==> src/rtl/writeback_stage.sv <==
// Writeback stage: picks the ALU result or D-cache load data and issues one register-file write.
// Optional macro WB_HIZ_IDLE_EN drives writeData to all-z whenever regWrite is low.
module writeback_stage #(
  parameter int unsigned DATA_WIDTH     = 32,
  parameter int unsigned REG_ADDR_WIDTH = 5,
  parameter int unsigned MEM_TIMEOUT    = 15
) (
  input  logic                      clock,
  input  logic                      reset,
  input  logic                      reqValid,
  output logic                      reqReady,
  input  logic                      reqRegWrite,
  input  logic                      reqMemToReg,
  input  logic [REG_ADDR_WIDTH-1:0] reqDestReg,
  input  logic [DATA_WIDTH-1:0]     reqAluResult,
  input  logic [DATA_WIDTH-1:0]     memReadData,
  input  logic                      memDataValid,
  output logic                      regWrite,
  output logic [REG_ADDR_WIDTH-1:0] writeRegister,
  output logic [DATA_WIDTH-1:0]     writeData,
  output logic                      busy,
  output logic                      memTimeoutErr
);

  localparam int unsigned CNT_W = (MEM_TIMEOUT > 1) ? $clog2(MEM_TIMEOUT) : 1;
  localparam logic [REG_ADDR_WIDTH-1:0] XZR = REG_ADDR_WIDTH'(31);
  localparam logic [CNT_W-1:0] CNT_LAST = CNT_W'(MEM_TIMEOUT - 1);

  typedef enum logic [1:0] {
    IDLE     = 2'd0,
    WAIT_MEM = 2'd1,
    WRITE    = 2'd2
  } state_t;

  state_t                    state;
  logic [CNT_W-1:0]          cnt;
  logic [REG_ADDR_WIDTH-1:0] dest_q;
  logic [DATA_WIDTH-1:0]     alu_q;
  logic [DATA_WIDTH-1:0]     wdata_q;

  // An ALU result enters WRITE with regWrite low and strobes on the following edge;
  // load data strobes on the edge that samples it. WRITE always covers the strobe cycle.
  always_ff @(posedge clock) begin
    if (reset) begin
      state         <= IDLE;
      cnt           <= '0;
      dest_q        <= '0;
      alu_q         <= '0;
      wdata_q       <= '0;
      regWrite      <= 1'b0;
      writeRegister <= '0;
      reqReady      <= 1'b1;
      busy          <= 1'b0;
      memTimeoutErr <= 1'b0;
    end else begin
      regWrite <= 1'b0;
      case (state)
        IDLE: begin
          if (reqValid && reqReady) begin
            dest_q <= reqDestReg;
            alu_q  <= reqAluResult;
            cnt    <= '0;
            if (reqRegWrite && (reqDestReg != XZR)) begin
              state    <= reqMemToReg ? WAIT_MEM : WRITE;
              reqReady <= 1'b0;
              busy     <= 1'b1;
            end
          end
        end
        WAIT_MEM: begin
          if (memDataValid) begin
            state         <= WRITE;
            regWrite      <= 1'b1;
            writeRegister <= dest_q;
            wdata_q       <= memReadData;
          end else if (cnt == CNT_LAST) begin
            // Load abandoned: flag it and retire without a write.
            state         <= IDLE;
            memTimeoutErr <= 1'b1;
            reqReady      <= 1'b1;
            busy          <= 1'b0;
          end else begin
            cnt <= cnt + CNT_W'(1);
          end
        end
        WRITE: begin
          if (!regWrite) begin
            regWrite      <= 1'b1;
            writeRegister <= dest_q;
            wdata_q       <= alu_q;
          end else begin
            state    <= IDLE;
            reqReady <= 1'b1;
            busy     <= 1'b0;
          end
        end
        default: begin
          state    <= IDLE;
          reqReady <= 1'b1;
          busy     <= 1'b0;
        end
      endcase
    end
  end

`ifdef WB_HIZ_IDLE_EN
  // Float the data bus outside write cycles so the register file's z-guard ignores it.
  assign writeData = regWrite ? wdata_q : {DATA_WIDTH{1'bz}};
`else
  assign writeData = wdata_q;
`endif

endmodule

==> config.mk <==
export PLATFORM = sky130hd
export DESIGN_NAME = writeback_stage
export DESIGN_NICKNAME = d
export VERILOG_FILES = /design/src/rtl/writeback_stage.sv
export SDC_FILE = /design/constraint.sdc
export NUM_CORES = 1
export LEC_CHECK = 0
export ABC_CLOCK_PERIOD_IN_PS = 2110
export CORE_MARGIN = 8
export CORE_UTILIZATION = 45
export CTS_CLUSTER_SIZE = 10
export DETAILED_ROUTE_END_ITERATION = 16
export MAX_ROUTING_LAYER = met4
export PLACE_DENSITY = 0.79
export RECOVER_POWER = 25
export SLEW_MARGIN = 10
export SYNTH_ARGS = -nofsm -noshare
export SYNTH_HDL_FRONTEND = slang
export SYNTH_SLANG_ARGS = --single-unit
==> constraint.sdc <==
create_clock -name clock -period 2.11 [get_ports clock]
set_input_delay 0.422 -clock clock [delete_from_list [all_inputs] [get_ports clock]]
set_output_delay 0.422 -clock clock [all_outputs]
set_load 0.05 [all_outputs]
==> results.py <==
metrics = {
    "hold_path": {
        "min-delay-start": "alu_q[16]$_SDFFE_PP0P_",
        "hold_end": "alu_q[16]$_SDFFE_PP0P_",
        "hold_depth": 2,
        "min_path_type": "reg -> reg",
    },
    "power": {
        "p_leak_nw": 1.75,
        "ir_worst_vdd_mv": 0.679,
        "fin_total_pwr_mw": 6.23,
        "p_per_area_mw_per_mm2": 1280,
    },
    "global_route": {
        "grt_max_degree": 87,
        "grtUsageTotal": 0.178,
        "grt_pass1_wl_mm": 14.4,
        "overflow": 0,
        "grt_pass1_vias": 3044,
        "antenna_found_initial": 0,
    },
    "drt": {
        "ant_nets": 0,
        "num_vias": 3001,
        "via_per_inst": 5.05,
        "drt_first_pass_iters": 4,
        "drtIter0Drc": 100,
        "drc_errors": 0,
        "routed_wl_mm": 9.14,
        "routedWlPerCell_um": 15.4,
    },
    "sta": {
        "post-route-min-period_ps": 2000,
        "max_freq_ghz": 0.501,
        "slew_headroom": 0.519,
        "fin_setup_tns_ps": 0,
        "worst_clock_skew_ps": 8.77,
        "setup_viol": 0,
        "drv_slew": 0,
        "layout_setup_ws_ps": 113,
        "worst_pin_slew_ps": 722,
        "post-route-period-util": 0.947,
        "rsz0062_at_grt": "no",
        "finalHoldViolations": 0,
    },
    "critical_path": {
        "reg2reg_depth": 6,
        "path_max_fanout": 5,
        "cp.required_ps": 1690,
        "crit_family": "buffers and inverters",
        "cp.arrival_ps": 1580,
        "crit_chain": "clkdlybuf4s50_1",
        "criticalPathCategory": "reg -> out",
        "worstSetupEndpointType": "primary output",
        "path_buf_inv": 1,
        "slowest_delay_ps": 830,
        "start_kind": "flip-flop",
        "r2r_end": "cnt[3]$_SDFFE_PP0P_",
        "cpMaxStageDelayCell": "clkdlybuf4s50_1",
        "reg2reg_from": "state[1]$_SDFFE_PP0P_",
        "r2r_slack_ps": 250,
    },
    "clocking": {
        "clk_latency_ps": 340,
        "cts_tree": "done",
        "cts_resized": 0,
        "cts.reportedPaths.clkPinSlew_ps": 90,
        "cts_buffers": 9,
        "cts_buffer_depth": 2,
        "htree_num_levels": 3,
        "clock_sinks": 84,
        "cts_hold_buf": 0,
        "post-cts-setup-buffer-count": 0,
        "cts-root-buf": "clkbuf_8",
    },
    "layout": {
        "multiInputGateArea_sq_mm": 0.00160,
        "area_growth_pct": 42.8,
        "stdcell_count": 594,
        "fin_util": 0.670,
        "layout-drive-gt1-share": 0.0606,
        "regArea_sq_mm": 0.00168,
        "antenna_cells": 0,
        "nets": 570,
        "n_fill_cell": 646,
    },
    "floorplan": {
        "die_height_um": 103,
        "core_area_sq_mm": 0.00729,
        "die_x_um": 103,
        "ioPinCount": 116,
        "std_cell_rows": 31,
        "start_util": 0.469,
        "die_area_sq_mm": 0.0106,
    },
    "yosys": {
        "ys_seq_elements": 84,
        "synth_edf_count": 0,
        "yosys_warnings": 0,
        "synthCells": 384,
        "ys_top_cells_by_count": "dfxtp_1 (84), nand2_1 (77), nor2_1 (41), a21oi_1 (39), mux2i_1 (38)",
        "postSynthAreaPerCell_sq_um": 8.91,
        "yosys.area.top_type_share": 0.492,
        "post-synth-top-area-cell": "dfxtp_1",
        "yosysUniqueCellTypes": 33,
        "synth_most_common_cell": "dfxtp_1",
        "synth_area_leaders": "dfxtp_1 (49%), mux2i_1 (11%), nand2_1 (8.4%)",
        "synthArstFlopShare": 0,
        "ys.flop_type": "dfxtp_1",
        "synth_nets": 464,
        "netlist_area_sq_mm": 0.00342,
        "ys_seq_area_frac": 0.492,
    },
    "placed_design": {
        "hpwl_mm": 6.67,
        "post-place-ws_ps": 147,
        "gp_congestion": 0.874,
        "numPortBuffers": 115,
        "dpl.cell_count": 578,
    },
    "job": {
        "cap_violations": 0,
    },
    "run_status": {
        "status": "complete, no violations",
    },
}
-- metrics by stage --
step	hold slack [ps]	instance area, sq um
final	458	4880
after global routing	476	4880
after CTS	460	4890
after detailed placement	447	4660
after global placement	443	4660
after floorplan	436	3420
-- cells in the final DEF, fill, tap and decap left out, drive strengths merged, types with 2 or more instances in the layout --
master         netlist  final
o21ai                2      2
clkdlybuf4s50        0    114
nor2                41     41
and4                 2      2
ha                   5      5
a211oi              33     33
nand3                6      6
nand2b               4      4
buf                 15      9
o2111ai              2      2
nand2               77     77
mux2i               38     38
a21oi               40     40
inv                  3      3
clkinv               0      4
dfxtp               84     84
clkbuf              13     10
o31ai                2      2
bufinv               0      2
nor2b                3      3
-- sequential cells by signal, indices dropped and copies added, names as in the netlist --
name / flops
state: 2
alu_q: 32
memTimeoutErr: 1
busy: 1
cnt: 4
regWrite: 1
dest_q: 5
writeRegister: 5
writeData: 32
reqReady: 1
-- cells by family (layout without fill, tap and decap cells) --
| logic type | after synthesis | count (layout) | share of synthesized area |
|---|---|---|---|
| compound gates | 86 | 86 | 0.164 |
| flops | 84 | 84 | 0.492 |
| fa+ha+maj | 5 | 5 | 0.0183 |
| mux | 39 | 39 | 0.114 |
| xor+xnor | 1 | 1 | 0.00256 |
| buf+inv | 31 | 142 | 0.0432 |
| simple gates | 138 | 138 | 0.166 |
-- cell type report --
| cell class | count | area share |
|---|---|---|
| sequential | 84 | 0.344 |
| clock inverter | 6 | 0.0179 |
| clock buffer | 10 | 0.0282 |
| multi-input combinational | 269 | 0.328 |
| inverter | 3 | 0.00231 |
| tap | 99 | 0.0254 |
| timing repair buffer | 123 | 0.254 |
-- worst min-delay path: stages, from the launching register on --
cell and delay [ps]:
dfxtp_1 320, nand2_1 50, a21oi_1 50
-- worst max-delay path by stage --
stage,cells past startpoint,slack [ps],end,start
3_3_place_gp,6,180,writeRegister[2]$_SDFFE_PP0P_,memDataValid
4_1_cts,1,80,reqReady,reqReady$_SDFFE_PP1P_
2_1_floorplan,8,490,writeData[21]$_SDFFE_PP0P_,state[0]$_SDFFE_PP0P_
3_5_place_dp,6,150,writeRegister[3]$_SDFFE_PP0P_,memDataValid
5_1_grt,1,50,reqReady,reqReady$_SDFFE_PP1P_
6_report,1,110,reqReady,reqReady$_SDFFE_PP1P_
-- per-layer routing --
layer | routed length (um) | GRT usage
met3 | 427 | 0.0335
met1 | 4110 | 0.207
met4 | 142 | 0.0745
met2 | 4450 | 0.295
met5 | 0 | -
-- where the power goes --
part           internal, mW  total (mW)  leakage [nW]  switching [mW]
Sequential             1.94        2.13         0.688           0.187
Combinational          1.09        2.83         0.948            1.74
Clock                 0.699        1.27         0.116           0.569
(Power assumes the default switching activity.)
